$ cat src/rtl/dlatch_write_ctrl_pkg.sv
// Shared timing defaults, FSM encodings and counter sizing for the latch write sequencer.
package dlatch_write_ctrl_pkg;

  localparam int unsigned DEF_W     = 1;
  localparam int unsigned DEF_SETUP = 2;
  localparam int unsigned DEF_PULSE = 2;
  localparam int unsigned DEF_HOLD  = 1;

  localparam logic [1:0] S_IDLE  = 2'd0;
  localparam logic [1:0] S_SETUP = 2'd1;
  localparam logic [1:0] S_PULSE = 2'd2;
  localparam logic [1:0] S_HOLD  = 2'd3;

  // Counter must hold max(SETUP,PULSE,HOLD)-1; floor of 2 keeps it at least one bit.
  function automatic int unsigned cnt_width(input int unsigned setup,
                                            input int unsigned pulse,
                                            input int unsigned hold);
    int unsigned m;
    m = 2;
    if (setup > m) m = setup;
    if (pulse > m) m = pulse;
    if (hold > m)  m = hold;
    return $clog2(m);
  endfunction

endpackage

$ cat src/rtl/dlatch_write_ctrl_if.sv
// Write request / latch pin bundle between upstream logic, the sequencer and the latch.
interface dlatch_write_ctrl_if #(
  parameter int unsigned W = 1
);
  logic         req;
  logic [W-1:0] din;
  logic         rdy;
  logic [W-1:0] D;
  logic         E;
  logic [W-1:0] Q;
  logic         done;
  logic         err;

  // master: upstream requester plus the latch read-back path
  modport master (output req, din, Q, input rdy, D, E, done, err);
  modport slave  (input req, din, Q, output rdy, D, E, done, err);
endinterface

$ cat src/rtl/dlatch_write_ctrl_dly_cnt.sv
// Loadable down counter with zero flag, reused for the setup, pulse and hold phases.
module dlatch_write_ctrl_dly_cnt #(
  parameter int unsigned CW = 1
) (
  input  logic          clk,
  input  logic          rst,
  input  logic          load,
  input  logic          dec,
  input  logic [CW-1:0] load_val,
  output logic          zero_c
);

  logic [CW-1:0] cnt;

  always_ff @(posedge clk) begin
    if (rst) begin
      cnt <= '0;
    end else if (load) begin
      cnt <= load_val;
    end else if (dec && (cnt != '0)) begin
      cnt <= cnt - CW'(1);
    end
  end

  assign zero_c = (cnt == '0);

endmodule

$ cat src/rtl/dlatch_write_ctrl.sv
// Clocked write sequencer driving a level-sensitive latch with setup / enable pulse / hold
// timing, then reading Q back and flagging a mismatch alongside a one-cycle done pulse.
module dlatch_write_ctrl
  import dlatch_write_ctrl_pkg::*;
#(
  parameter int unsigned W     = DEF_W,
  parameter int unsigned SETUP = DEF_SETUP,
  parameter int unsigned PULSE = DEF_PULSE,
  parameter int unsigned HOLD  = DEF_HOLD
) (
  input logic               clk,
  input logic               rst,
  dlatch_write_ctrl_if.slave bus
);

  localparam int unsigned CW = cnt_width(SETUP, PULSE, HOLD);

  logic [1:0]    state, state_nxt;
  logic [W-1:0]  d_q, d_nxt;
  logic          e_q, e_nxt;
  logic          done_q, done_nxt;
  logic          err_q, err_nxt;
  logic          cnt_load, cnt_dec, cnt_zero_c;
  logic [CW-1:0] cnt_val;

  dlatch_write_ctrl_dly_cnt #(.CW(CW)) u_cnt (
    .clk      (clk),
    .rst      (rst),
    .load     (cnt_load),
    .dec      (cnt_dec),
    .load_val (cnt_val),
    .zero_c   (cnt_zero_c)
  );

  // Next state and next register values; a compare with unknown Q falls to the error branch.
  always_comb begin
    state_nxt = state;
    d_nxt     = d_q;
    e_nxt     = e_q;
    done_nxt  = 1'b0;
    err_nxt   = 1'b0;
    cnt_load  = 1'b0;
    cnt_dec   = 1'b0;
    cnt_val   = '0;
    case (state)
      S_IDLE: begin
        e_nxt = 1'b0;
        if (bus.req) begin
          d_nxt     = bus.din;
          cnt_load  = 1'b1;
          cnt_val   = CW'(SETUP - 1);
          state_nxt = S_SETUP;
        end
      end
      S_SETUP: begin
        e_nxt = 1'b0;
        if (cnt_zero_c) begin
          e_nxt     = 1'b1;
          cnt_load  = 1'b1;
          cnt_val   = CW'(PULSE - 1);
          state_nxt = S_PULSE;
        end else begin
          cnt_dec = 1'b1;
        end
      end
      S_PULSE: begin
        e_nxt = 1'b1;
        if (cnt_zero_c) begin
          e_nxt = 1'b0;
          if (HOLD > 0) begin
            cnt_load  = 1'b1;
            cnt_val   = CW'(HOLD - 1);
            state_nxt = S_HOLD;
          end else begin
            done_nxt  = 1'b1;
            if (bus.Q == d_q) err_nxt = 1'b0;
            else              err_nxt = 1'b1;
            state_nxt = S_IDLE;
          end
        end else begin
          cnt_dec = 1'b1;
        end
      end
      S_HOLD: begin
        e_nxt = 1'b0;
        if (cnt_zero_c) begin
          done_nxt  = 1'b1;
          if (bus.Q == d_q) err_nxt = 1'b0;
          else              err_nxt = 1'b1;
          state_nxt = S_IDLE;
        end else begin
          cnt_dec = 1'b1;
        end
      end
      default: begin
        e_nxt     = 1'b0;
        state_nxt = S_IDLE;
      end
    endcase
  end

  always_ff @(posedge clk) begin
    if (rst) begin
      state  <= S_IDLE;
      d_q    <= '0;
      e_q    <= 1'b0;
      done_q <= 1'b0;
      err_q  <= 1'b0;
    end else begin
      state  <= state_nxt;
      d_q    <= d_nxt;
      e_q    <= e_nxt;
      done_q <= done_nxt;
      err_q  <= err_nxt;
    end
  end

  assign bus.rdy  = (state == S_IDLE);
  assign bus.D    = d_q;
  assign bus.E    = e_q;
  assign bus.done = done_q;
  assign bus.err  = err_q;

endmodule
$ cat src/flat_wrapper.sv
// flat-port wrapper written by rule: the top's interface ports become plain ports
module dlatch_write_ctrl_flat import dlatch_write_ctrl_pkg::*;
#(
  parameter int unsigned W     = DEF_W,
  parameter int unsigned SETUP = DEF_SETUP,
  parameter int unsigned PULSE = DEF_PULSE,
  parameter int unsigned HOLD  = DEF_HOLD
)
  (clk, rst, bus_req, bus_din, bus_Q, bus_rdy, bus_D, bus_E, bus_done, bus_err);
  dlatch_write_ctrl_if #(.W(W)) bus_i ();
  input logic clk;
  input logic rst;
  input wire logic [$bits(bus_i.req)-1:0] bus_req;
  input wire logic [$bits(bus_i.din)-1:0] bus_din;
  input wire logic [$bits(bus_i.Q)-1:0] bus_Q;
  output wire logic [$bits(bus_i.rdy)-1:0] bus_rdy;
  output wire logic [$bits(bus_i.D)-1:0] bus_D;
  output wire logic [$bits(bus_i.E)-1:0] bus_E;
  output wire logic [$bits(bus_i.done)-1:0] bus_done;
  output wire logic [$bits(bus_i.err)-1:0] bus_err;
  assign bus_i.req = bus_req;
  assign bus_i.din = bus_din;
  assign bus_i.Q = bus_Q;
  assign bus_rdy = bus_i.rdy;
  assign bus_D = bus_i.D;
  assign bus_E = bus_i.E;
  assign bus_done = bus_i.done;
  assign bus_err = bus_i.err;
  dlatch_write_ctrl #(.W(W), .SETUP(SETUP), .PULSE(PULSE), .HOLD(HOLD)) u_core (.clk(clk), .rst(rst), .bus(bus_i));
endmodule
$ cat config.mk
export PLATFORM = sky130hd
export DESIGN_NAME = dlatch_write_ctrl_flat
export DESIGN_NICKNAME = d
export VERILOG_FILES = /design/src/rtl/dlatch_write_ctrl_pkg.sv /design/src/rtl/dlatch_write_ctrl_if.sv /design/src/rtl/dlatch_write_ctrl_dly_cnt.sv /design/src/rtl/dlatch_write_ctrl.sv /design/src/flat_wrapper.sv
export SDC_FILE = /design/constraint.sdc
export NUM_CORES = 1
export LEC_CHECK = 0
export BUFFER_PORTS_ARGS = -buffer_cell sky130_fd_sc_hd__buf_2
export CAP_MARGIN = 20
export CORE_AREA = 4 4 41 43
export CTS_CLUSTER_DIAMETER = 120
export DETAILED_ROUTE_END_ITERATION = 10
export DIE_AREA = 0 0 45 47
export GPL_ROUTABILITY_DRIVEN = 0
export PLACE_DENSITY = 0.44
export SLEW_MARGIN = 15
export SYNTH_ARGS = -nofsm -noshare
export SYNTH_HDL_FRONTEND = slang
export SYNTH_SLANG_ARGS = --single-unit
$ cat constraint.sdc
create_clock -name clk -period 1.8 [get_ports clk]
set_input_delay 0.27 -clock clk [delete_from_list [all_inputs] [get_ports clk]]
set_output_delay 0.27 -clock clk [all_outputs]
set_load 0.02 [all_outputs]
Word level (Yosys, flattened, before mapping)

Cells that the tools add are included.

Add/subtract/negate cells: 1
Equality and inequality tests: 8
Muxes and demuxes: 15
Bitwise logic cells: 1
Reduce and logical (&&, ||, !) cells: 10

Operator list:

| kind                                                             | number |
|---|---|
| 2-bit two-way mux                                                | 4 |
| 2-bit inequality test (second input constant)                    | 4 |
| 2-bit one-hot mux with 4 select lines                            | 1 |
| 1-bit two-way mux                                                | 7 |
| 2-bit OR reduction                                               | 3 |
| 3-bit OR reduction                                               | 2 |
| 2-bit == test (second input constant)                            | 2 |
| 1-bit one-hot mux with 2 select lines                            | 2 |
| 4-bit AND reduction                                              | 1 |
| 1-bit one-hot mux with 3 select lines                            | 1 |
| 2-bit by 1-bit == test with 1-bit output (second input constant) | 1 |
| 2-bit zero test                                                  | 1 |
| 2-bit AND reduction                                              | 1 |
| 2-bit nonzero test                                               | 1 |
| 1-bit == test                                                    | 1 |
| 1-bit logical AND                                                | 1 |
| 1-bit inverter                                                   | 1 |
| 1-bit subtractor (second input constant)                         | 1 |

Bits in registers: 7
Input bits: 5
Output and inout port bits: 5
Word-level logic and storage cells: 41

Depth between registers and ports, before layout

Depth in word-level cells: 6
Depth in mapped cells: 5
Mapped depth without buffers: 5

Hierarchy

From an unflattened synthesis, not the netlist that was laid out.

Cell total of the unflattened synthesis: 49
Area total of the unflattened synthesis: 437.9 um^2

Modules (own cells, without submodules):

| module                    | times used | cells an instance | area each (um^2) | seq. area each (um^2) |
|---|---|---|---|---|
| dlatch_write_ctrl         | 1          | 45                | 390.4            | 120.1 |
| dlatch_write_ctrl_dly_cnt | 1          | 4                 | 47.5             | 20.0 |

Least setup slack after synthesis

OpenSTA, ideal clock, no wires.

Kind: flip-flop to flip-flop
From: register u_core.state[0]
To: register u_core.u_cnt.cnt
Setup time: 0.070 ns
Data arrival time: 1.352 ns
Path slack: 0.378 ns
Stages on the path, launching flop included: 6
Period minus slack after synthesis: 1.422 ns
Path through: dfxtp_1 > inv_1 > ha_1 > inv_1 > or4b_1 > a21oi_1

Cells in the longest elaborated chain, start to end: 5

Ends and longest elaborated chain:

| element                                                                   | RTL line                        | RTL |
|---|---|---|
| start, declared                                                           | dlatch_write_ctrl.sv:18         | `logic [1:0] state, state_nxt;` |
| start signal, assigned                                                    | dlatch_write_ctrl.sv:110        | `state <= state_nxt;` |
| 2-bit by 1-bit == test with 1-bit output or 2-bit == test (tied branches) | dlatch_write_ctrl.sv:45         | `case (state)` |
| 3-bit OR reduction (no line)                                              | --                              |  |
| 1-bit two-way mux                                                         | --                              |  |
| 1-bit logical AND                                                         | dlatch_write_ctrl_dly_cnt.sv:20 | `end else if (dec && (cnt != '0)) begin` |
| 2-bit nonzero test (no line)                                              | --                              |  |
| end signal, assigned                                                      | dlatch_write_ctrl_dly_cnt.sv:19 | `cnt <= load_val;` |
| end signal, assigned                                                      | dlatch_write_ctrl_dly_cnt.sv:21 | `cnt <= cnt - CW'(1);` |
| end, declared                                                             | dlatch_write_ctrl_dly_cnt.sv:13 | `logic [CW-1:0] cnt;` |

Several ways; a longest one is shown, not always the timed one.
A chain may end at the register's enable or synchronous reset.

Worst setup path in the final report

From: register u_core.state[1]
To: register u_core.u_cnt.cnt

The elaborated chain is that of the path after synthesis.

==> summary.md <==
| Metric | Value |
|---|---|
| Slew @ Worst Pin | `0.241 ns` |
| Relative max-transition margin | `between 80% and 90%` |
| DRC viols | `0` |
| Total power | `687 uW` |
| Mux contribution to synthesized area | `under 10%` |
| Worst hold endpoint | `u_core.bus.D` |
| Share of cells above drive strength 1 | `28.0%` |
| Final Net Count | `62` |
| CP Capture Type | `flip-flop` |
| Vias | `304` |
| Clock power frac | `21.6%` |
| VDD IR-drop max | `0.486 mV` |
| IO Count | `10` |
| Period utilization | `84.7%` |
| Post-DRT Antenna Nets | `0` |
| Row count | `13` |
| Synth Register Bits | `7` |
| Post-synthesis compound-gate area fraction | `between 10% and 20%` |
| Worst Hold Path Cells | `2` |
| Hold path start | `rst` |
| Fin Setup TNS | `0 ns` |
| Multi-input combinational cell area | `just over 200 sq um` |
| Xor/xnor cell area share of the yosys netlist | `2.41%` |
| TritonCTS Sinks | `7` |
| Syn_area_per_cell | `9.81 sq um` |
| Fraction of the mapped netlist area in simple logic gates | `15.5%` |
| Commonest cells after routing, fill and taps aside | `buf_2 (9), dfxtp_1 (7), ha_1 (6)` |
| Clock skew | `0.00124 ns` |
| Routed len/inst | `10.9 microns` |
| Setup ws final | `0.275 ns` |
| Fill count | `148` |
| Setup CP Type | `reg -> reg` |
| Comb pwr share | `a little over two fifths` |
| Cts repair resizes | `0` |
| Core ar. | `1300 sq um` |
| Leakage power | `0.216 nW` |
| Final setup vio count | `0` |
| N_diodes | `0` |
| H-tree levels | `1` |
| Sequential power share | `35.8%` |
| Seq/Total Area, Yosys | `38.6%` |
| Ys Warns | `0` |
| Crit-path max FO | `5` |
| Vias per cell | `4.68` |
| Max clock buf depth | `2` |
| R2R Setup Slk | `around 0.28 ns` |
| Skew-Pair Late Insertion Delay | `approximately 0.25 ns` |
| Max Clock Freq | `656 MHz` |
| R2r worst-path depth | `5` |
| RR Endpoint | `u_core.u_cnt.cnt` |
| Mapped Area | `~360 sq um` |
| Final hold vios | `0` |
| Die Ht | `47 microns` |
| Layout area overhead | `24.8%` |
| Syn_nets | `48` |
| Commonest non-fill, non-tap cell in the layout | `buf_2` |
| Final WL | `709 microns` |
| HPWL after DPL | `569 microns` |
| IO Port Bufs | `9` |
| CP Data Required Time | `1.98 ns` |
| Setup crit start kind | `flip-flop` |
| Clock Tree Root | `clkbuf_4` |
| Post-Synthesis Cells | `37` |
| Starting Density | `27.9%` |
| Final min period | `1.52 ns` |
| Number of max-slew violations in the final report | `0` |
| Reg-to-Reg Start | `u_core.state[1]` |
| Synth cell types | `18` |
| Post-synthesis adder-cell area fraction | `20.7%` |
| DRT iter0 DRCs | `1` |
| GRT Total Usage | `8.63%` |
| Clk slew on worst S/H paths | `0.06 ns` |
| Total CTS buffers | `3` |
| TritonRoute pass-1 iters | `2` |
| Switching share of power | `between 40% and 50%` |
| Power density cells | `1520 nW/um^2` |
| Largest family of logic cells by synthesized area | `adder cells` |
| Gr ovfl total | `0` |
| Max Cap Viol | `0` |
| Reg area | `140 sq um` |
| Pin count of the biggest net entering global routing | `7` |
| CTS tree | `built` |
| Internal power | `412 uW` |
| Die area | `2120 sq um` |
| Worst Path Arrival | `1.71 ns` |
| Hold Crit Class | `in -> reg` |
| Outcome | `complete, no violations` |
| Vias in the first global route | `309` |
| P_sw | `275 uW` |
| Post-CTS setup buffers | `0` |
| Hold Buf Count CTS | `0` |
| First-pass GRT wire length | `1.25 mm` |
| Unrepaired setup endpoints after global routing | `false` |
| Die extent in x | `45 microns` |
| Pre-CTS WS | `0.292 ns` |
| Antenna violations before repair | `0` |
## critical path: stages (launching register included)
cell     delay, ns
dfxtp_1       0.40
inv_1         0.10
ha_1          0.29
inv_1         0.05
or4b_1        0.49
a21oi_1       0.13
## worst max-delay path by stage
stage	slack [ns]	depth (start not counted)	to	start
3_3_place_gp	0.32	5	u_core.u_cnt.cnt	u_core.state[1]
4_1_cts	0.27	5	u_core.u_cnt.cnt	u_core.state[1]
2_1_floorplan	0.38	5	u_core.u_cnt.cnt	u_core.state[0]
3_5_place_dp	0.29	5	u_core.u_cnt.cnt	u_core.state[1]
6_report	0.28	5	u_core.u_cnt.cnt	u_core.state[1]
5_1_grt	0.19	5	u_core.u_cnt.cnt	u_core.state[1]
## flip-flops by register name, indices dropped and copies added, names as in the netlist
register	count
u_core.bus.D	1
u_core.bus.E	1
u_core.bus.done	1
u_core.bus.err	1
u_core.state	2
u_core.u_cnt.cnt	1
## logic make-up (layout without fill, tap and decap cells)
kind of cell	Yosys count	in the layout
compound gates	8	8
xor+xnor	1	1
fa+ha+maj	6	6
buf+inv	4	17
flops	7	7
mux	1	1
simple gates	10	10
## power by group through the flow
stage          Combinational, mW  Sequential, mW  Clock, mW
2_1_floorplan              0.206           0.257          0
3_3_place_gp               0.292           0.248          0
3_5_place_dp               0.298           0.250          0
4_1_cts                    0.299           0.246      0.152
5_1_grt                    0.336           0.253      0.164
6_report                   0.293           0.246      0.149
## synthesized netlist by cell type
| cell type | count | share of area, % |
|---|---|---|
| dfxtp_1 | 7 | 39 |
| ha_1 | 6 | 21 |
| inv_1 | 4 | 4.1 |
| nand2_1 | 3 | 3.1 |
| a21oi_1 | 2 | 2.8 |
| nor2b_1 | 2 | 3.4 |
| o21ai_0 | 2 | 2.8 |
| and2_1 | 1 | 1.7 |
| mux2_2 | 1 | 3.1 |
| nand3_1 | 1 | 1.4 |
| nor2_1 | 1 | 1.0 |
| nor3b_1 | 1 | 2.1 |
| o211ai_1 | 1 | 2.1 |
| o311a_1 | 1 | 2.8 |
| o31a_2 | 1 | 2.8 |
| o41ai_1 | 1 | 2.4 |
| or4b_1 | 1 | 2.8 |
| xor2_1 | 1 | 2.4 |
## layout make-up
class                   instances  area share (%)
well taps                      15            4.14
clock buffers                   4            5.80
repair buffers                  9            9.94
inverters                       4            3.31
flip-flops and latches          7            30.9
multi-input cells              26            45.9
## layer usage
layer	GRT usage (%)	wire [microns]
met2	13.3	322
met3	4.21	71
met5	0	0
met4	7.02	21
met1	8.92	295
## per-stage QoR
| step | instances | hold slack (ns) | area [sq um] | utilization (%) |
|---|---|---|---|---|
| 6_report | 65 | 0.264 | 453 | 34.8 |
| 5_1_grt | 65 | 0.259 | 453 | 34.8 |
| 4_1_cts | 65 | 0.259 | 453 | 34.8 |
| 3_5_place_dp | 61 | 0.496 | 427 | 32.8 |
| 3_3_place_gp | 61 | 0.474 | 427 | 32.8 |
| 2_1_floorplan | 37 | 0.339 | 363 | - |
No activity file was read; power rests on OpenSTA's default activity.
